**config.mk**
```make
export PLATFORM = sky130hd
export DESIGN_NAME = iter_divider
export DESIGN_NICKNAME = d
export VERILOG_FILES = /design/src/rtl/div_pkg.sv /design/src/rtl/div_step.sv /design/src/rtl/iter_divider.sv
export SDC_FILE = /design/constraint.sdc
export NUM_CORES = 1
export LEC_CHECK = 0
export BUFFER_PORTS_ARGS = -buffer_cell sky130_fd_sc_hd__buf_2
export CELL_PAD_IN_SITES_DETAIL_PLACEMENT = 0
export CELL_PAD_IN_SITES_GLOBAL_PLACEMENT = 1
export CORE_MARGIN = 3
export CORE_UTILIZATION = 48
export DETAILED_ROUTE_END_ITERATION = 10
export HOLD_SLACK_MARGIN = 0.1
export PLACE_DENSITY_LB_ADDON = 0.1
export SLEW_MARGIN = 0
export SYNTH_ARGS = -nofsm -noshare
export SYNTH_HDL_FRONTEND = slang
export SYNTH_SLANG_ARGS = --single-unit
```
**constraint.sdc**
```tcl
create_clock -name clk -period 8.6 [get_ports clk]
set_input_delay 1.29 -clock clk [delete_from_list [all_inputs] [get_ports clk]]
set_output_delay 1.29 -clock clk [all_outputs]
set_load 0.02 [all_outputs]
```
**src/rtl/div_pkg.sv**
```systemverilog
// Shared types and helpers for the iterative restoring divider.
package div_pkg;

  localparam int DIV_DW    = 32;
  localparam int DIV_CNT_W = $clog2(DIV_DW);

  typedef enum logic [1:0] {
    IDLE = 2'd0,
    CALC = 2'd1,
    DONE = 2'd2
  } div_state_e;

  // Two's-complement magnitude. The most negative value maps onto itself,
  // which is the correct unsigned magnitude.
  function automatic logic [DIV_DW-1:0] abs_val(input logic [DIV_DW-1:0] value,
                                                input logic              signed_flag);
    return (signed_flag && value[DIV_DW-1]) ? (~value + DIV_DW'(1)) : value;
  endfunction

endpackage

```
**src/rtl/div_step.sv**
```systemverilog
// One combinational restoring-division step on the {rem, quo} pair.
module div_step #(
  parameter int DW = 32
) (
  input  logic [DW-1:0] i_rem,
  input  logic [DW-1:0] i_quo,
  input  logic [DW-1:0] i_dvs,
  output logic [DW-1:0] o_rem,
  output logic [DW-1:0] o_quo
);

  logic [DW:0] w_sh;
  logic        w_ok;

  // The shifted remainder needs one extra bit, but whenever the trial
  // subtraction succeeds its true difference fits in DW bits.
  assign w_sh  = {i_rem, i_quo[DW-1]};
  assign w_ok  = (w_sh >= {1'b0, i_dvs});
  assign o_rem = w_ok ? (w_sh[DW-1:0] - i_dvs) : w_sh[DW-1:0];
  assign o_quo = {i_quo[DW-2:0], w_ok};

endmodule

```
**src/rtl/iter_divider.sv**
```systemverilog
// Multi-cycle restoring divider, result {quotient, remainder}.
// Optional ITER_DIVIDER_EARLY_EXIT_EN: skip iteration when |divisor| > |dividend|.
module iter_divider
  import div_pkg::*;
#(
  parameter int SIGNED = 1,
  parameter int DW     = DIV_DW
) (
  input  logic            clk,
  input  logic            resetn,
  input  logic [DW-1:0]   s_axis_dividend_tdata,
  input  logic            s_axis_dividend_tvalid,
  output logic            s_axis_dividend_tready,
  input  logic [DW-1:0]   s_axis_divisor_tdata,
  input  logic            s_axis_divisor_tvalid,
  output logic            s_axis_divisor_tready,
  output logic [2*DW-1:0] m_axis_dout_tdata,
  output logic            m_axis_dout_tvalid
);

  localparam logic SGN = (SIGNED != 0);

  div_state_e           r_state;
  logic [DW-1:0]        r_rem;
  logic [DW-1:0]        r_quo;
  logic [DW-1:0]        r_dvs;
  logic [DIV_CNT_W-1:0] r_cnt;
  logic                 r_q_neg;
  logic                 r_r_neg;
  logic [2*DW-1:0]      r_dout;
  logic                 r_dout_vld;

  logic [DW-1:0]        w_a_mag;
  logic [DW-1:0]        w_b_mag;
  logic                 w_a_neg;
  logic                 w_b_neg;
  logic                 w_accept;
  logic [DW-1:0]        w_rem_nxt;
  logic [DW-1:0]        w_quo_nxt;
  logic [DW-1:0]        w_q_fix;
  logic [DW-1:0]        w_r_fix;

  assign w_a_mag  = abs_val(s_axis_dividend_tdata, SGN);
  assign w_b_mag  = abs_val(s_axis_divisor_tdata, SGN);
  assign w_a_neg  = SGN & s_axis_dividend_tdata[DW-1];
  assign w_b_neg  = SGN & s_axis_divisor_tdata[DW-1];
  assign w_accept = (r_state == IDLE) & s_axis_dividend_tvalid & s_axis_divisor_tvalid;

  assign s_axis_dividend_tready = (r_state == IDLE);
  assign s_axis_divisor_tready  = (r_state == IDLE);
  assign m_axis_dout_tdata      = r_dout;
  assign m_axis_dout_tvalid     = r_dout_vld;

  div_step #(.DW(DW)) u_step (
    .i_rem (r_rem),
    .i_quo (r_quo),
    .i_dvs (r_dvs),
    .o_rem (w_rem_nxt),
    .o_quo (w_quo_nxt)
  );

  // Divide-by-zero falls out of the datapath: every trial succeeds, so the
  // magnitude quotient becomes all ones and the remainder the dividend.
  assign w_q_fix = r_q_neg ? (~r_quo + DW'(1)) : r_quo;
  assign w_r_fix = r_r_neg ? (~r_rem + DW'(1)) : r_rem;

  always_ff @(posedge clk) begin
    if (!resetn) begin
      r_state    <= IDLE;
      r_rem      <= '0;
      r_quo      <= '0;
      r_dvs      <= '0;
      r_cnt      <= '0;
      r_q_neg    <= 1'b0;
      r_r_neg    <= 1'b0;
      r_dout     <= '0;
      r_dout_vld <= 1'b0;
    end else begin
      r_dout_vld <= 1'b0;
      case (r_state)
        IDLE: begin
          if (w_accept) begin
            r_rem   <= '0;
            r_quo   <= w_a_mag;
            r_dvs   <= w_b_mag;
            r_cnt   <= '0;
            r_q_neg <= w_a_neg ^ w_b_neg;
            r_r_neg <= w_a_neg;
            r_state <= CALC;
`ifdef ITER_DIVIDER_EARLY_EXIT_EN
            if (w_b_mag > w_a_mag) begin
              r_rem   <= w_a_mag;
              r_quo   <= '0;
              r_state <= DONE;
            end
`endif
          end
        end
        CALC: begin
          r_rem <= w_rem_nxt;
          r_quo <= w_quo_nxt;
          r_cnt <= r_cnt + DIV_CNT_W'(1);
          if (r_cnt == DIV_CNT_W'(DW - 1)) r_state <= DONE;
        end
        DONE: begin
          r_dout     <= {w_q_fix, w_r_fix};
          r_dout_vld <= 1'b1;
          r_state    <= IDLE;
        end
        default: r_state <= IDLE;
      endcase
    end
  end

endmodule

```
==> results of run 1 <==
layout make-up:
type	instances	area [um^2]
Tap cell	280	350
Multi-Input combinational cell	1022	6980
Timing Repair Buffer	141	726
Clock buffer	21	460
Inverter	47	176
Fill cell	2168	9790
Sequential cell	170	3400
Clock inverter	11	136
registers in the layout, summed over array words and instances, names as in the netlist:
name / count
m_axis_dout_tdata: 64
m_axis_dout_tvalid: 1
r_cnt: 5
r_dvs: 32
r_q_neg: 1
r_quo: 32
r_r_neg: 1
r_rem: 32
r_state: 2
layout by cell type (no fill, tap or decap), types with 33 or more instances in the layout:
cell type	n
dfxtp_1	170
nand2_1	195
o211a_1	71
buf_2	133
o21ai_0	123
nor2_1	33
and2_1	49
inv_1	47
a21oi_1	42
xnor2_1	34
xor2_1	112
ha_1	38
metal layers:
metal / vias up / global-route usage, % / part of all wire, %
met4: 0 / 5.29 / 1.0
met2: 243 / 29.4 / 37
met5: - / 0 / 0
met3: 16 / 3.13 / 5.1
met1: 4449 / 39.1 / 56
li1: 4912 / - / -
power by group:
group | switching (W) | total [W] | leakage (nW) | internal, W
sequential | 0.0000378 | 0.000849 | 1.38 | 0.000811
combinational | 0.000255 | 0.000427 | 4.17 | 0.000173
clock | 0.000326 | 0.000775 | 0.290 | 0.000449
through the flow:
stage	hold WS, ns	setup slack (ns)	cell area [um^2]	utilization (%)	std cells
finish	0.468	5.08	12200	55.5	1692
global route	0.493	4.78	12200	55.5	1692
CTS	0.476	5.15	12200	55.5	1692
detailed placement	0.466	4.86	11600	52.8	1660
global placement	0.461	4.91	11600	52.8	1660
floorplan	0.447	5.17	10900	-	1323
logic make-up after synthesis:
group | Yosys count
and+or+nand+nor | 416
AOI/OAI and AO/OA | 396
DFF | 170
xor gates and xnor gates | 146
buffers and inverters | 131
adders and majority gates | 39
muxes | 25
critical path, stage by stage (launching register included):
cell	delay [ns]
dfxtp_1	0.55
inv_1	0.09
ha_1	0.22
nor2b_1	0.17
o2111ai_1	0.15
a2111o_1	0.47
nand3b_1	0.16
a31oi_1	0.28
nor2_4	0.75
nand2_1	0.36
o21ai_0	0.22
worst min path at each step:
stage,from,end,slack (ns),cells past startpoint
after global placement,m_axis_dout_tdata[58]$_SDFFE_PN0P_,m_axis_dout_tdata[58]$_SDFFE_PN0P_,0.46,2
after floorplan,r_dvs[0]$_SDFFE_PN0P_,r_dvs[0]$_SDFFE_PN0P_,0.45,2
after global routing,m_axis_dout_tdata[32]$_SDFFE_PN0P_,m_axis_dout_tdata[32]$_SDFFE_PN0P_,0.49,2
final,m_axis_dout_tdata[32]$_SDFFE_PN0P_,m_axis_dout_tdata[32]$_SDFFE_PN0P_,0.47,2
after CTS,m_axis_dout_tdata[32]$_SDFFE_PN0P_,m_axis_dout_tdata[32]$_SDFFE_PN0P_,0.48,2
after detailed placement,m_axis_dout_tdata[58]$_SDFFE_PN0P_,m_axis_dout_tdata[58]$_SDFFE_PN0P_,0.47,2
==> flow_summary.toml, run 1 <==
[status]
outcome = "completed"

[setup_path]
worstPathMaxFanout = 24
crit_end = "r_rem[10]$_SDFFE_PN0P_"
startpoint_type = "register"
arrival_ns = 3.86
r2r-end = "r_rem[10]$_SDFFE_PN0P_"
timing.rr.start = "r_quo[31]$_SDFFE_PN0P_"
critPathLaunch = "r_quo[31]$_SDFFE_PN0P_"
end_kind = "register"
worst_ep_required_time_ns = 8.94
r2r_cells = 10
path_class = "reg -> reg"
r2r_slack_ns = 5.08

[sta]
tightestPinTransition_ns = 1.21
fin_skew_ns = 0.0224
slew_violations = 0
slew-limit-headroom_pct = 19.4
hold_viol_final = 0
fmax_ghz = 0.284
setup_viol = 0
rsz0062_at_grt = "no"
fin_crit_sh_pct = 40.9
finalSetupTns_ns = 0
finalCriticalPeriod_ns = 3.52

[synthesis]
yosys.cell_count.top_type = "nand2_1"
synthSimpleGateAreaFrac_pct = 19.2
synth_area_um2 = 10900
synth_fa_ha_area_share_pct = 4.55
yosys_warnings = 0
synth_commonest_cells = "195 x nand2_1, 170 x dfxtp_1, 123 x o21ai_0, 112 x xor2_1, 71 x o211a_1"
synth_top_cell_area_share_pct = 31.3
ys_seq_area_share_pct = 31.3
synth_top_family_by_area = "compound AO/OA/AOI/OAI gates"
synth_seq_cells = 170
yosysUniqueCellTypes = 68
synth_top_area_cell = "dfxtp_1"
synth_edf_count = 0
async_reset_ff_share_pct = 0
avgSynthCellArea_um2 = 8.22
synthMuxAreaShare_pct = 2.30
synth_xor_area_share_pct = 11.8
synth_compound_area_share_pct = 26.2
synthesis.nets = 1430
ys.flop_type = "dfxtp_1"
synth.area.top_cells = "dfxtp_1 31%, xor2_1 9.0%, nand2_1 6.7%, o211a_1 6.5%, o21ai_0 5.7%"
synth_cells = 1323

[grt]
grt-ovfl-total = 0
grt_pass1_wl_um = 46000
grtUsageTotal_pct = 23.0
grt_max_degree = 98
antenna_found_initial = 0
grt_pass1_vias = 8416

[clocking]
h-tree-depth = 4
clk_pin_slew_ns = 0.07
cts_sinks = 170
clockRootBuffer = "clkbuf_16"
numCtsBuffers = 17
clockBufferDepth = 2
cts_setup_buffers = 0
ctsResizeCount = 0
cts_tree = "done"
cts_hold_buf = 0
worstSkewPairLatency_ns = 0.43

[die]
coreArea_um2 = 22000
initial_core_util_pct = 49.4
fp.dieW_um = 157
io_pins = 135
die_y_um = 157
die_area_um2 = 24500
num_rows = 54

[min_path]
holdCritPathClass = "reg -> reg"

[pwr]
vdd_drop_max_v = 0.0000823
leakagePower_nw = 5.83
total_power_w = 0.00205
power_density_nw_per_um2 = 168

[placement]
place_hpwl_um = 21400
port_buffers = 134
place.gp.congestion = 0.941

[final_layout]
layout-drive-gt1-share_pct = 14.2
antennaDiodeCount = 0
nets = 1506
area_growth_pct = 12.4

[run]
cap_violations = 0

[drt]
drt_pass1_iterations = 5
final_antenna_net_count = 0
wl_per_cell_um = 16.8
drc = 0
wirelength_um = 28500
vias = 9620
drt_iter0_drc = 682
vias_per_cell = 5.69
(Power assumes the default switching activity.)
==> run 2, diff against run 1 <==
Settings changed: CORE_UTILIZATION 48 to 44.
Clock period 8.6 ns to 3.6 ns, I/O delays scaled along.
==> run 2 against run 1 <==
  * Sequential power up 140%
  * Via count grew 3.4%
  * Cell count up 4.1%
  * Sequential cell count stayed put
  * Sequential share of layout area fell by 0.63 points
  * Fmax up 18%
  * First-iteration DRC count rose by 19%
  * Core utilization down 3.1 points
  * Global-route usage is 0.28 points lower
  * Critical endpoint is now r_rem[15]$_SDFFE_PN0P_
==> flow_summary.toml, run 2 (synthesized netlist as in run 1, its figures left out) <==
[sta]
finalCriticalPeriod_ns = 2.98
holdWs_ns = 0.414
fin_crit_sh_pct = 82.8
finalSetupTns_ns = 0
tightestPinTransition_ns = 1.24
slew-limit-headroom_pct = 17.5
fin_skew_ns = 0.00991
setup_viol = 0
rsz0062_at_grt = "no"
fmax_ghz = 0.336
hold_viol_final = 0
slew_violations = 0

[drt]
dr.max_layer_used = "met4"
wirelength_um = 30700
drt_iter0_drc = 809
drc = 0
drt-met1-wl_um = 16700
vias = 9945
wl_per_cell_um = 17.4
met3_length_um = 1810
vias_per_cell = 5.64
drt_pass1_iterations = 5
final_antenna_net_count = 0
met2WireLength_um = 12000

[grt]
grt_max_degree = 71
grt-ovfl-total = 0
grt_pass1_vias = 8825
antenna_found_initial = 0
grt_pass1_wl_um = 49000
grtUsageTotal_pct = 22.7

[clocking]
numCtsBuffers = 17
clk_pin_slew_ns = 0.07
cts_sinks = 170
cts_tree = "done"
cts_setup_buffers = 0
ctsResizeCount = 0
clockBufferDepth = 2
cts_hold_buf = 0
worstSkewPairLatency_ns = 0.43
clockRootBuffer = "clkbuf_16"
h-tree-depth = 4

[setup_path]
slowest_delay_ns = 0.42
startpoint_type = "register"
worst_ep_required_time_ns = 3.90
r2r_cells = 12
r2r-end = "r_rem[15]$_SDFFE_PN0P_"
path_class = "reg -> reg"
arrival_ns = 3.28
worstPathMaxFanout = 24
slowest_stage = "ha_1"
crit_chain = "inv_1, ha_1, nand2_1, o21bai_1, nor2b_1, o21ai_0, a31oi_1, buf_4, nor2_2, buf_4, mux2i_1, o21ai_0"
timing.rr.start = "r_dvs[16]$_SDFFE_PN0P_"
cp_num_buf_inv = 3
end_kind = "register"
path_delay_family = "compound AO/OA/AOI/OAI gates"
r2r_slack_ns = 0.62

[die]
initial_core_util_pct = 45.5
die_y_um = 163
coreArea_um2 = 23900
fp.dieW_um = 163
io_pins = 135
num_rows = 56
die_area_um2 = 26700

[pwr]
vdd_drop_max_v = 0.000252
power_density_nw_per_um2 = 400
leakagePower_nw = 5.99

[min_path]
min_to = "r_dvs[0]$_SDFFE_PN0P_"
holdCritPathClass = "in -> reg"
whs_path_depth = 3
hp-start = "s_axis_divisor_tdata[0]"

[placement]
place.gp.congestion = 0.864
place_hpwl_um = 23300
dpl.cell_count = 1730
port_buffers = 134

[final_layout]
layoutNonFillerInstCount = 1762
largest_reg_flops = 64
layout-drive-gt1-share_pct = 16.1
final_common_cell = "nand2_1"
area_growth_pct = 15.1
layout_common_cells = "195 x nand2_1, 170 x dfxtp_1, 133 x buf_2"
antennaDiodeCount = 0
nets = 1537

[run]
cap_violations = 0

[status]
outcome = "completed"
==> run 2: metrics by stage <==
stage          cell area [um^2]  utilization, %  worst slack, ns  power [W]
2_1_floorplan             10900               -            0.754    0.00279
3_3_place_gp              11900            49.9            0.626    0.00311
3_5_place_dp              11900            49.9            0.593    0.00312
4_1_cts                   12500            52.4            0.607    0.00504
5_1_grt                   12500            52.4            0.299    0.00525
6_report                  12500            52.4            0.621    0.00501
==> run 2: worst max-delay path by stage <==
stage                                       start                      to  slack, ns  cells after the start
after floorplan            r_quo[31]$_SDFFE_PN0P_  r_rem[30]$_SDFFE_PN0P_       0.75                     12
after global placement    s_axis_divisor_tdata[8]  r_dvs[28]$_SDFFE_PN0P_       0.63                      9
after detailed placement  s_axis_divisor_tdata[8]  r_dvs[28]$_SDFFE_PN0P_       0.59                      9
after CTS                  r_quo[31]$_SDFFE_PN0P_  r_rem[30]$_SDFFE_PN0P_       0.61                     13
after global routing       r_dvs[16]$_SDFFE_PN0P_  r_rem[27]$_SDFFE_PN0P_       0.30                     12
final                      r_dvs[16]$_SDFFE_PN0P_  r_rem[15]$_SDFFE_PN0P_       0.62                     12
==> run 2: cell type report <==
cell class / instances / area [um^2]
clock buffers: 17 / 425
clock inverters: 15 / 180
fillers: 2359 / 11400
inverters: 47 / 176
multi-input cells: 1022 / 6980
flip-flops and latches: 170 / 3400
well taps: 319 / 399
repair buffers: 172 / 958
==> run 2: routing by layer <==
metal / GRT usage, % / up-vias
li1: - / 4974
met1: 37.6 / 4677
met2: 30.5 / 275
met3: 2.84 / 19
met4: 4.69 / 0
met5: 0 / -
==> run 2: power by group <==
group          total, W  internal (W)  switching, W  leakage, nW
clock           0.00192       0.00105      0.000872        0.285
combinational   0.00106      0.000431      0.000632         4.33
sequential      0.00202       0.00194     0.0000846         1.38
==> run 2: worst register-to-register path, stage by stage, from the launching register on <==
cell      delay [ns]
dfxtp_1         0.33
inv_1           0.05
ha_1            0.42
nand2_1         0.16
o21bai_1        0.34
nor2b_1         0.08
o21ai_0         0.31
a31oi_1         0.20
buf_4           0.19
nor2_2          0.07
buf_4           0.36
mux2i_1         0.26
o21ai_0         0.09
==> run 3, diff against run 2 <==
Settings changed: CORE_UTILIZATION 44 to 40.
Clock period 3.6 ns to 2.5 ns, I/O delays scaled along.
==> run 3 against run 2 <==
  * Cell count up 14%
  * Sequential share of layout area down 4.3 points
  * Sequential cell count unchanged
  * Critical path type unchanged
  * Clock skew up 0.0021 ns
  * Core utilization up 4.6 points
  * The run now ends with setup timing left
==> flow_summary.toml, run 3 (synthesized netlist as in run 1, its figures left out) <==
[status]
outcome = "complete, but fails checks"
violations = "setup timing"

[final_layout]
antennaDiodeCount = 0
layout_common_cells = "247 x buf_4, 191 x nand2_1, 143 x dfxtp_1"
fill_cells = 2461
multiInputGateArea_um2 = 7680
seq_area_um2 = 3440
largest_reg_flops = 64
final_common_cell = "buf_4"
nets = 1762
layout-drive-gt1-share_pct = 35.0
layoutNonFillerInstCount = 2002
area_growth_pct = 38.5

[clocking]
numCtsBuffers = 17
clk_pin_slew_ns = 0.07
worstSkewPairLatency_ns = 0.44
clockRootBuffer = "clkbuf_16"
cts_tree = "done"
clockBufferDepth = 2
cts_sinks = 170
h-tree-depth = 4
cts_hold_buf = 0

[sta]
rsz0062_at_grt = "yes"
fin_skew_ns = 0.0120
setup_viol = 28
setup_ws_ns = -0.130
holdWs_ns = 0.248
slew-limit-headroom_pct = 47.2
hold_viol_final = 0
tightestPinTransition_ns = 0.791
slew_violations = 0
fmax_ghz = 0.380
fin_crit_sh_pct = 105
finalCriticalPeriod_ns = 2.63

[grt]
grt_max_degree = 71
antenna_found_initial = 0
grt-ovfl-total = 0
grt_pass1_wl_um = 53800
grtUsageTotal_pct = 23.0
grt_pass1_vias = 9903

[placement]
place_hpwl_um = 26000
dpl.cell_count = 1950
place.gp.congestion = 0.900
port_buffers = 134

[pwr]
leakagePower_nw = 7.28
vdd_drop_max_v = 0.000463
power_density_nw_per_um2 = 529

[setup_path]
slowest_delay_ns = 0.38
worstPathMaxFanout = 6
timing.rr.start = "r_rem[17]$_SDFFE_PN0P_"
slowest_stage = "dfxtp_4"
end_kind = "register"
path_delay_family = "simple AND/OR/NAND/NOR gates"
path_class = "reg -> reg"
crit_chain = "ha_4, buf_6, nand2_4, nor4_2, nand4_1, o311ai_2, buf_4, a31oi_4, nor2_4, buf_6, mux2i_1, o21ai_1"
critPathLaunch = "r_rem[17]$_SDFFE_PN0P_"
cp_num_buf_inv = 3
startpoint_type = "register"
arrival_ns = 2.93
worst_ep_required_time_ns = 2.80
path_common_cell = "buf_6"

[die]
fp.dieW_um = 171
io_pins = 135
die_area_um2 = 29200
initial_core_util_pct = 41.2
die_y_um = 171
num_rows = 59
coreArea_um2 = 26400

[run]
cap_violations = 0

[drt]
wirelength_um = 34000
vias = 10700
drt_iter0_drc = 786
vias_per_cell = 5.36
wl_per_cell_um = 17.0
final_antenna_net_count = 0
drt_pass1_iterations = 5
drc = 0

[min_path]
hp-start = "s_axis_divisor_tdata[27]"
holdCritPathClass = "in -> reg"
-- run 3: worst reg2reg max path, delay by kind of cell, from the launching register on --
kind                       cells  cell delay, ns
AOI/OAI and AO/OA              3            0.44
adders and majority gates      1            0.30
buffers and inverters          3            0.46
muxes                          1            0.21
DFF                            1            0.38
and+or+nand+nor                4            0.73
-- run 3: final cells by class --
type | instances | area share, %
Sequential cell | 170 | 22.8
Multi-Input combinational cell | 1023 | 51.0
Clock buffer | 17 | 2.82
Inverter | 47 | 1.17
Timing Repair Buffer | 396 | 18.2
Tap cell | 335 | 2.78
Clock inverter | 14 | 1.24
-- run 3: timing repair --
item                                    CTS  global route
pin swaps                                17            47
gates cloned                              2             0
buffers inserted                          7            13
endpoints found under the setup margin   37            51
gates resized for setup                  41           152
-- run 3: stage by stage --
step	TNS, ns	total power (W)	util [%]	setup WS (ns)	cell area, um^2
finish	-1.89	0.00797	57.0	-0.130	15100
global route	-5.54	0.00833	57.0	-0.235	15100
CTS	-0.933	0.00779	54.6	-0.112	14400
detailed placement	-4.74	0.00487	51.4	-0.215	13600
global placement	-3.35	0.00486	51.4	-0.181	13600
floorplan	-0.0513	0.00406	-	-0.0139	11000
-- run 3: per-layer routing --
metal	track usage, %	vias up	part of all wire, %
met4	4.27	0	1.2
met2	31.5	297	39
met3	3.54	30	6.2
li1	-	5425	-
met1	37.4	4977	54
met5	0	-	0
-- run 3: worst paths after layout --
| kind | depth (start not counted) | slack (ns) | to |
|---|---|---|---|
| max | 12 | -0.13 | r_rem[13]$_SDFFE_PN0P_ |
| min | 3 | 0.25 | r_dvs[27]$_SDFFE_PN0P_ |
| max reg2reg | 12 | -0.13 | r_rem[13]$_SDFFE_PN0P_ |
| min reg2reg | 2 | 0.47 | m_axis_dout_tdata[0]$_SDFFE_PN0P_ |
-- run 3: power by group --
part	internal [W]	switching (W)
Clock	0.00159	0.00123
Combinational	0.00108	0.00119
Sequential	0.00279	0.0000853
Total	0.00547	0.00250
